<file path="src/rtl/fpcvt_pkg.sv">
// Shared definitions for the FP16-to-integer converter: field widths,
// rounding-mode encodings and the inter-stage payload structs.
package fpcvt_pkg;

   localparam int unsigned EXP_W = 5;
   localparam int unsigned MAN_W = 10;
   localparam int unsigned BIAS  = 15;
   localparam int unsigned MAG_W = 17;

   typedef enum logic [1:0] {
      RM_RNE = 2'd0,
      RM_RTZ = 2'd1,
      RM_RUP = 2'd2,
      RM_RDN = 2'd3
   } rmode_t;

   typedef struct packed {
      logic             sign;
      logic             nan;
      logic             sat;
      logic [MAG_W-1:0] mag;
      logic             guard;
      logic             sticky;
      rmode_t           rmode;
   } align_t;

   typedef struct packed {
      logic           sign;
      logic           nan;
      logic           sat;
      logic [MAG_W:0] mag;
      logic           inexact;
   } round_t;

endpackage

</file>
<file path="src/rtl/fpcvt_round.sv">
// Rounding increment decision from sign, integer LSB, guard and sticky bits.
module fpcvt_round
   import fpcvt_pkg::*;
(
   input  logic   sign,
   input  logic   lsb,
   input  logic   guard,
   input  logic   sticky,
   input  rmode_t rmode,
   output logic   inc
);

   always_comb begin
      inc = 1'b0;
      case (rmode)
         RM_RNE:  inc = guard & (sticky | lsb);
         RM_RTZ:  inc = 1'b0;
         RM_RUP:  inc = ~sign & (guard | sticky);
         RM_RDN:  inc = sign & (guard | sticky);
         default: inc = 1'b0;
      endcase
   end

endmodule

</file>
<file path="src/rtl/fp16_to_int_pipe.sv">
// Three-stage FP16 to signed OUT_W-bit integer converter (align, round, clamp)
// with a single global stall enable driven by the output handshake.
module fp16_to_int_pipe
   import fpcvt_pkg::*;
#(
   parameter int unsigned OUT_W = 8
) (
   input  logic             clk,
   input  logic             rst,
   input  logic             in_valid,
   output logic             in_ready,
   input  logic [15:0]      in_data,
   input  logic [1:0]       in_rmode,
   output logic             out_valid,
   input  logic             out_ready,
   output logic [OUT_W-1:0] out_data,
   output logic             out_ovf,
   output logic             out_inexact,
   output logic             out_invalid
);

   localparam logic signed [6:0] BIAS_S  = 7'(BIAS);
   localparam logic [MAG_W:0]    POS_MAX = 18'((1 << (OUT_W - 1)) - 1);
   localparam logic [MAG_W:0]    NEG_MAG = 18'(1 << (OUT_W - 1));
   localparam logic [OUT_W-1:0]  MAX_V   = {1'b0, {(OUT_W - 1){1'b1}}};
   localparam logic [OUT_W-1:0]  MIN_V   = {1'b1, {(OUT_W - 1){1'b0}}};

   logic             en;
   logic             v1, v2;
   align_t           a_d, a_q;
   round_t           r_d, r_q;
   logic             inc;
   logic [EXP_W-1:0] e;
   logic [MAN_W-1:0] man;
   logic [MAN_W:0]   sig;
   logic signed [6:0] ex;
   logic [4:0]       sh;
   logic [34:0]      wide;
   logic [OUT_W-1:0] data_d, mag_t;
   logic             ovf_d, inx_d, inv_d;

   assign en       = ~out_valid | out_ready;
   assign in_ready = en;

   // Align: integer magnitude from the significand; right shifts keep the
   // first dropped bit as guard and OR the remainder into sticky.
   always_comb begin
      e    = in_data[14:10];
      man  = in_data[9:0];
      sig  = {|e, man};
      ex   = (e == '0) ? (7'sd1 - BIAS_S) : ($signed({2'b00, e}) - BIAS_S);
      sh   = '0;
      wide = '0;
      a_d       = '0;
      a_d.sign  = in_data[15];
      a_d.rmode = rmode_t'(in_rmode);
      a_d.nan   = (&e) & (|man);
      a_d.sat   = (ex >= 7'sd16) & ~a_d.nan;
      if (ex >= 7'sd10) begin
         sh      = 5'(ex - 7'sd10);
         a_d.mag = {6'b0, sig} << sh;
      end else begin
         sh         = 5'(7'sd10 - ex);
         wide       = {sig, 24'b0} >> sh;
         a_d.mag    = {6'b0, wide[34:24]};
         a_d.guard  = wide[23];
         a_d.sticky = |wide[22:0];
      end
   end

   fpcvt_round u_round (
      .sign   (a_q.sign),
      .lsb    (a_q.mag[0]),
      .guard  (a_q.guard),
      .sticky (a_q.sticky),
      .rmode  (a_q.rmode),
      .inc    (inc)
   );

   always_comb begin
      r_d         = '0;
      r_d.sign    = a_q.sign;
      r_d.nan     = a_q.nan;
      r_d.sat     = a_q.sat;
      r_d.mag     = {1'b0, a_q.mag} + {{MAG_W{1'b0}}, inc};
      r_d.inexact = a_q.guard | a_q.sticky;
   end

   // Clamp: negative side allows one extra magnitude step (two's-complement min).
   always_comb begin
      data_d = '0;
      mag_t  = '0;
      ovf_d  = 1'b0;
      inx_d  = 1'b0;
      inv_d  = 1'b0;
      if (r_q.nan) begin
         inv_d = 1'b1;
      end else if (!r_q.sign && (r_q.sat || r_q.mag > POS_MAX)) begin
         data_d = MAX_V;
         ovf_d  = 1'b1;
      end else if (r_q.sign && (r_q.sat || r_q.mag > NEG_MAG)) begin
         data_d = MIN_V;
         ovf_d  = 1'b1;
      end else begin
         mag_t  = r_q.mag[OUT_W-1:0];
         data_d = r_q.sign ? -mag_t : mag_t;
         inx_d  = r_q.inexact;
      end
   end

   always_ff @(posedge clk or posedge rst) begin
      if (rst) begin
         v1          <= 1'b0;
         v2          <= 1'b0;
         a_q         <= '0;
         r_q         <= '0;
         out_valid   <= 1'b0;
         out_data    <= '0;
         out_ovf     <= 1'b0;
         out_inexact <= 1'b0;
         out_invalid <= 1'b0;
      end else if (en) begin
         v1          <= in_valid;
         a_q         <= a_d;
         v2          <= v1;
         r_q         <= r_d;
         out_valid   <= v2;
         out_data    <= data_d;
         out_ovf     <= ovf_d;
         out_inexact <= inx_d;
         out_invalid <= inv_d;
      end
   end

endmodule
</file>
<file path="config.mk">
export PLATFORM = sky130hd
export DESIGN_NAME = fp16_to_int_pipe
export DESIGN_NICKNAME = d
export VERILOG_FILES = /design/src/rtl/fpcvt_pkg.sv /design/src/rtl/fpcvt_round.sv /design/src/rtl/fp16_to_int_pipe.sv
export SDC_FILE = /design/constraint.sdc
export NUM_CORES = 1
export LEC_CHECK = 0
export BUFFER_PORTS_ARGS = -buffer_cell sky130_fd_sc_hd__buf_2
export CAP_MARGIN = 20
export CORE_ASPECT_RATIO = 1.4
export CORE_MARGIN = 2
export CORE_UTILIZATION = 55
export CTS_CLUSTER_SIZE = 12
export DETAILED_ROUTE_END_ITERATION = 7
export PLACE_DENSITY_LB_ADDON = 0.25
export RECOVER_POWER = 50
export SYNTH_ARGS = -nofsm -noshare
export SYNTH_HDL_FRONTEND = slang
export SYNTH_SLANG_ARGS = --single-unit
</file>
<file path="constraint.sdc">
create_clock -name clk -period 6.74 [get_ports clk]
set_clock_uncertainty 0.15 [all_clocks]
set_input_delay 0.337 -clock clk [delete_from_list [all_inputs] [get_ports clk]]
set_output_delay 0.337 -clock clk [all_outputs]
set_load 0.02 [all_outputs]
</file>
==> run_results.csv <==
group,metric,value,unit
run_status,outcome,"finished, violations left",
run_status,violations,"max-capacitance violations, max-slew violations",
die,core_area,7407,um2
die,io_pins,35,
sta,worstMarginPinSlew,3021,ps
clock_tree,worstSkewPairLatency,340,ps
clock_tree,cts-buffers-inserted,9,
sta,fmax,0.2196,GHz
sta,tns,0,ps
synth,synth.most_common_cell,"nand2_1",
hold_path,hold_depth,3,
detailed_routing,num_vias,3663,
global_routing,grt_max_degree,84,
synth,synth_edf_count,0,
worst_setup_path,endpoint_kind,"flip-flop",
hold_path,hold_start,"in_rmode[1]",
worst_setup_path,worst-setup-path-type,"input pin to flip-flop",
synth,synth_area,4230,um2
detailed_routing,avgViaCountPerCell,5.889,
placement,port_buffers,34,
die,die_y,107.8,um
synth,synth_common_cells,"93 x nand2_1, 60 x dfrtp_1, 48 x o21ai_0",
sta,setup_viol,0,
die,die_x,78.12,um
detailed_routing,routed_wl,9.830,mm
global_routing,first_global_vias,3544,
sta,finalCritPeriodShare,67.55,%
job,max_cap_viol_count,1,
worst_setup_path,critPathArrivalTime,4620,ps
synth,syn_nets,535,
sta,hold_viol_final,0,
detailed_routing,drc_errors,0,
clock_tree,cts.repair.resized,0,
synth,yosys.area.top_type_share,35.49,%
clock_tree,clockRootBuffer,"clkbuf_8",
global_routing,antenna_found_initial,0,
synth,yosys_warnings,0,
power,p_per_area,312.3,nW/um2
layout,area_growth,8.814,%
clock_tree,cts_num_sinks,60,
clock_tree,htree_levels,3,
worst_setup_path,r2r_end,"a_q[2]",
synth,yosysUniqueCellTypes,56,
power,finalPower,1.437,mW
detailed_routing,drt_pass1_iterations,4,
hold_path,worstHoldEndpoint,"a_q[1]",
detailed_routing,drtIter0Drc,204,
layout,fillers,688,
clock_tree,cts_tree,"built",
sta,rsz0062_at_grt,"false",
clock_tree,clock_path_buffers,2,
hold_path,hold_class,"input pin to flip-flop",
sta,slew_viol_final,61,
power,p_leak,2.077,nW
placement,dp_hpwl,7.404,mm
detailed_routing,wl_per_cell,15.80,um
global_routing,track_usage,25.21,%
global_routing,grt-ovfl-total,0,
die,dieArea,8419,um2
worst_setup_path,cp_max_fo,17,
die,start_util,57.11,%
placement,routabilityCongestion,0.9658,
synth,synthArstFlopShare,100.0,%
synth,yosys_register_bits,60,
worst_setup_path,reg2reg_depth,7,
worst_setup_path,rrSetupSlack,4050,ps
layout,drive_gt1_share,11.05,%
worst_setup_path,timing.rr.start,"out_valid",
synth,ys_seq_area_share,35.49,%
clock_tree,path_clk_slew,60,ps
layout,antenna_cells,0,
die,rows,37,
synth,ys.flop_type,"dfrtp_1",
detailed_routing,ant_nets,0,
synth,synth_top_area_cell,"dfrtp_1",
sta,timing.slew.headroom,-101.4,%
layout,finalNetCount,554,
power,peakVddDrop,0.1542,mV
synth,syn_area_per_cell,8.444,um2
global_routing,grt_pass1_wl,16.76,mm
worst_setup_path,crit_required,6810,ps
sta,fin_crit,4553,ps
worst_setup_path,start_kind,"input pin",
clock_tree,postCtsSetupRepairBufs,0,
synth,syn_inst,501,
synth,synth.area.top_cells,"dfrtp_1 35%, mux2i_1 8.3%, nand2_1 8.3%",
clock_tree,cts_hold_buf,0,
-- placed cells by master (no fill, tap or decap), types with 6 or more instances in the layout --
cell type and instances:
a21oi_1 22, a22o_1 6, a31oi_1 7, buf_2 28, clkbuf_1 12, clkbuf_8 9
dfrtp_1 60, ha_1 12, inv_1 11, mux2i_1 35, nand2_1 93, nand3_1 17
nor2_1 30, nor3_1 12, o21a_1 7, o21ai_0 48, o31ai_1 6, or3_1 6
xnor2_1 8, xor2_1 16
-- metrics by stage --
step           setup WS (ps)  hold WS [ps]  instance area [um2]  std cells  util, %
5_1_grt                 1943         49.55                 4603        622    62.15
3_3_place_gp            1995         290.5                 4437        606    59.90
3_5_place_dp            1874         308.8                 4437        606    59.90
2_1_floorplan           2522         280.0                 4230        501        -
6_report                2187         44.50                 4603        622    62.15
4_1_cts                 2223         36.65                 4614        622    62.30
-- worst max-delay path, cell delays in order --
cell,delay [ps]
buf_2,190
inv_1,230
ha_1,220
or4b_4,560
nand2b_1,350
inv_1,340
ha_1,610
inv_2,180
a31oi_1,180
a22oi_1,120
mux2_2,300
mux2i_1,170
nand2_1,70
or4_1,500
a211o_1,260
-- area by class of cell --
| class | instances | area, um2 | share of cell area, % |
|---|---|---|---|
| clock buffers | 14 | 142.6 | 3.099 |
| clock inverters | 2 | 35.03 | 0.7611 |
| inverters | 13 | 48.80 | 1.060 |
| multi-input cells | 399 | 2572 | 55.88 |
| flip-flops and latches | 60 | 1501 | 32.62 |
| well taps | 97 | 121.4 | 2.637 |
| repair buffers | 37 | 181.4 | 3.941 |
-- kinds of logic (layout without fill, tap and decap cells) --
kind of cell	count (synthesis)	after routing	share of synthesized area, %
AOI/OAI and AO/OA	128	128	19.02
xor gates and xnor gates	27	27	6.122
adders and majority gates	12	12	3.549
buffers and inverters	42	66	3.875
DFF	60	60	35.49
muxes	42	42	11.48
and+or+nand+nor	190	190	20.47
-- how the worst max path moves through the flow --
stage	endpoint	start	slack [ps]
after floorplan	a_q[2]	in_data[10]	2520
after global placement	a_q[2]	in_data[10]	1990
after detailed placement	a_q[2]	in_data[10]	1870
after CTS	a_q[2]	in_data[10]	2220
after global routing	a_q[2]	in_data[10]	1940
final	a_q[2]	in_data[10]	2190
-- flip-flops by register name, summed over array words and instances (netlist names) --
signal and flops:
a_q 24, out_data 8, out_inexact 1, out_invalid 1, out_ovf 1, out_valid 1, r_q 22, v1 1
v2 1
-- per-layer routing --
layer	track usage [%]	wire length, um
met1	28.09	3995
met2	44.95	5057
met3	4.027	293
met4	14.79	483
met5	0	0
-- power breakdown --
group / switching (mW) / internal, mW
Sequential: 0.0784 / 0.461
Combinational: 0.369 / 0.230
Clock: 0.128 / 0.171
Total: 0.575 / 0.862
(Power assumes the default switching activity.)
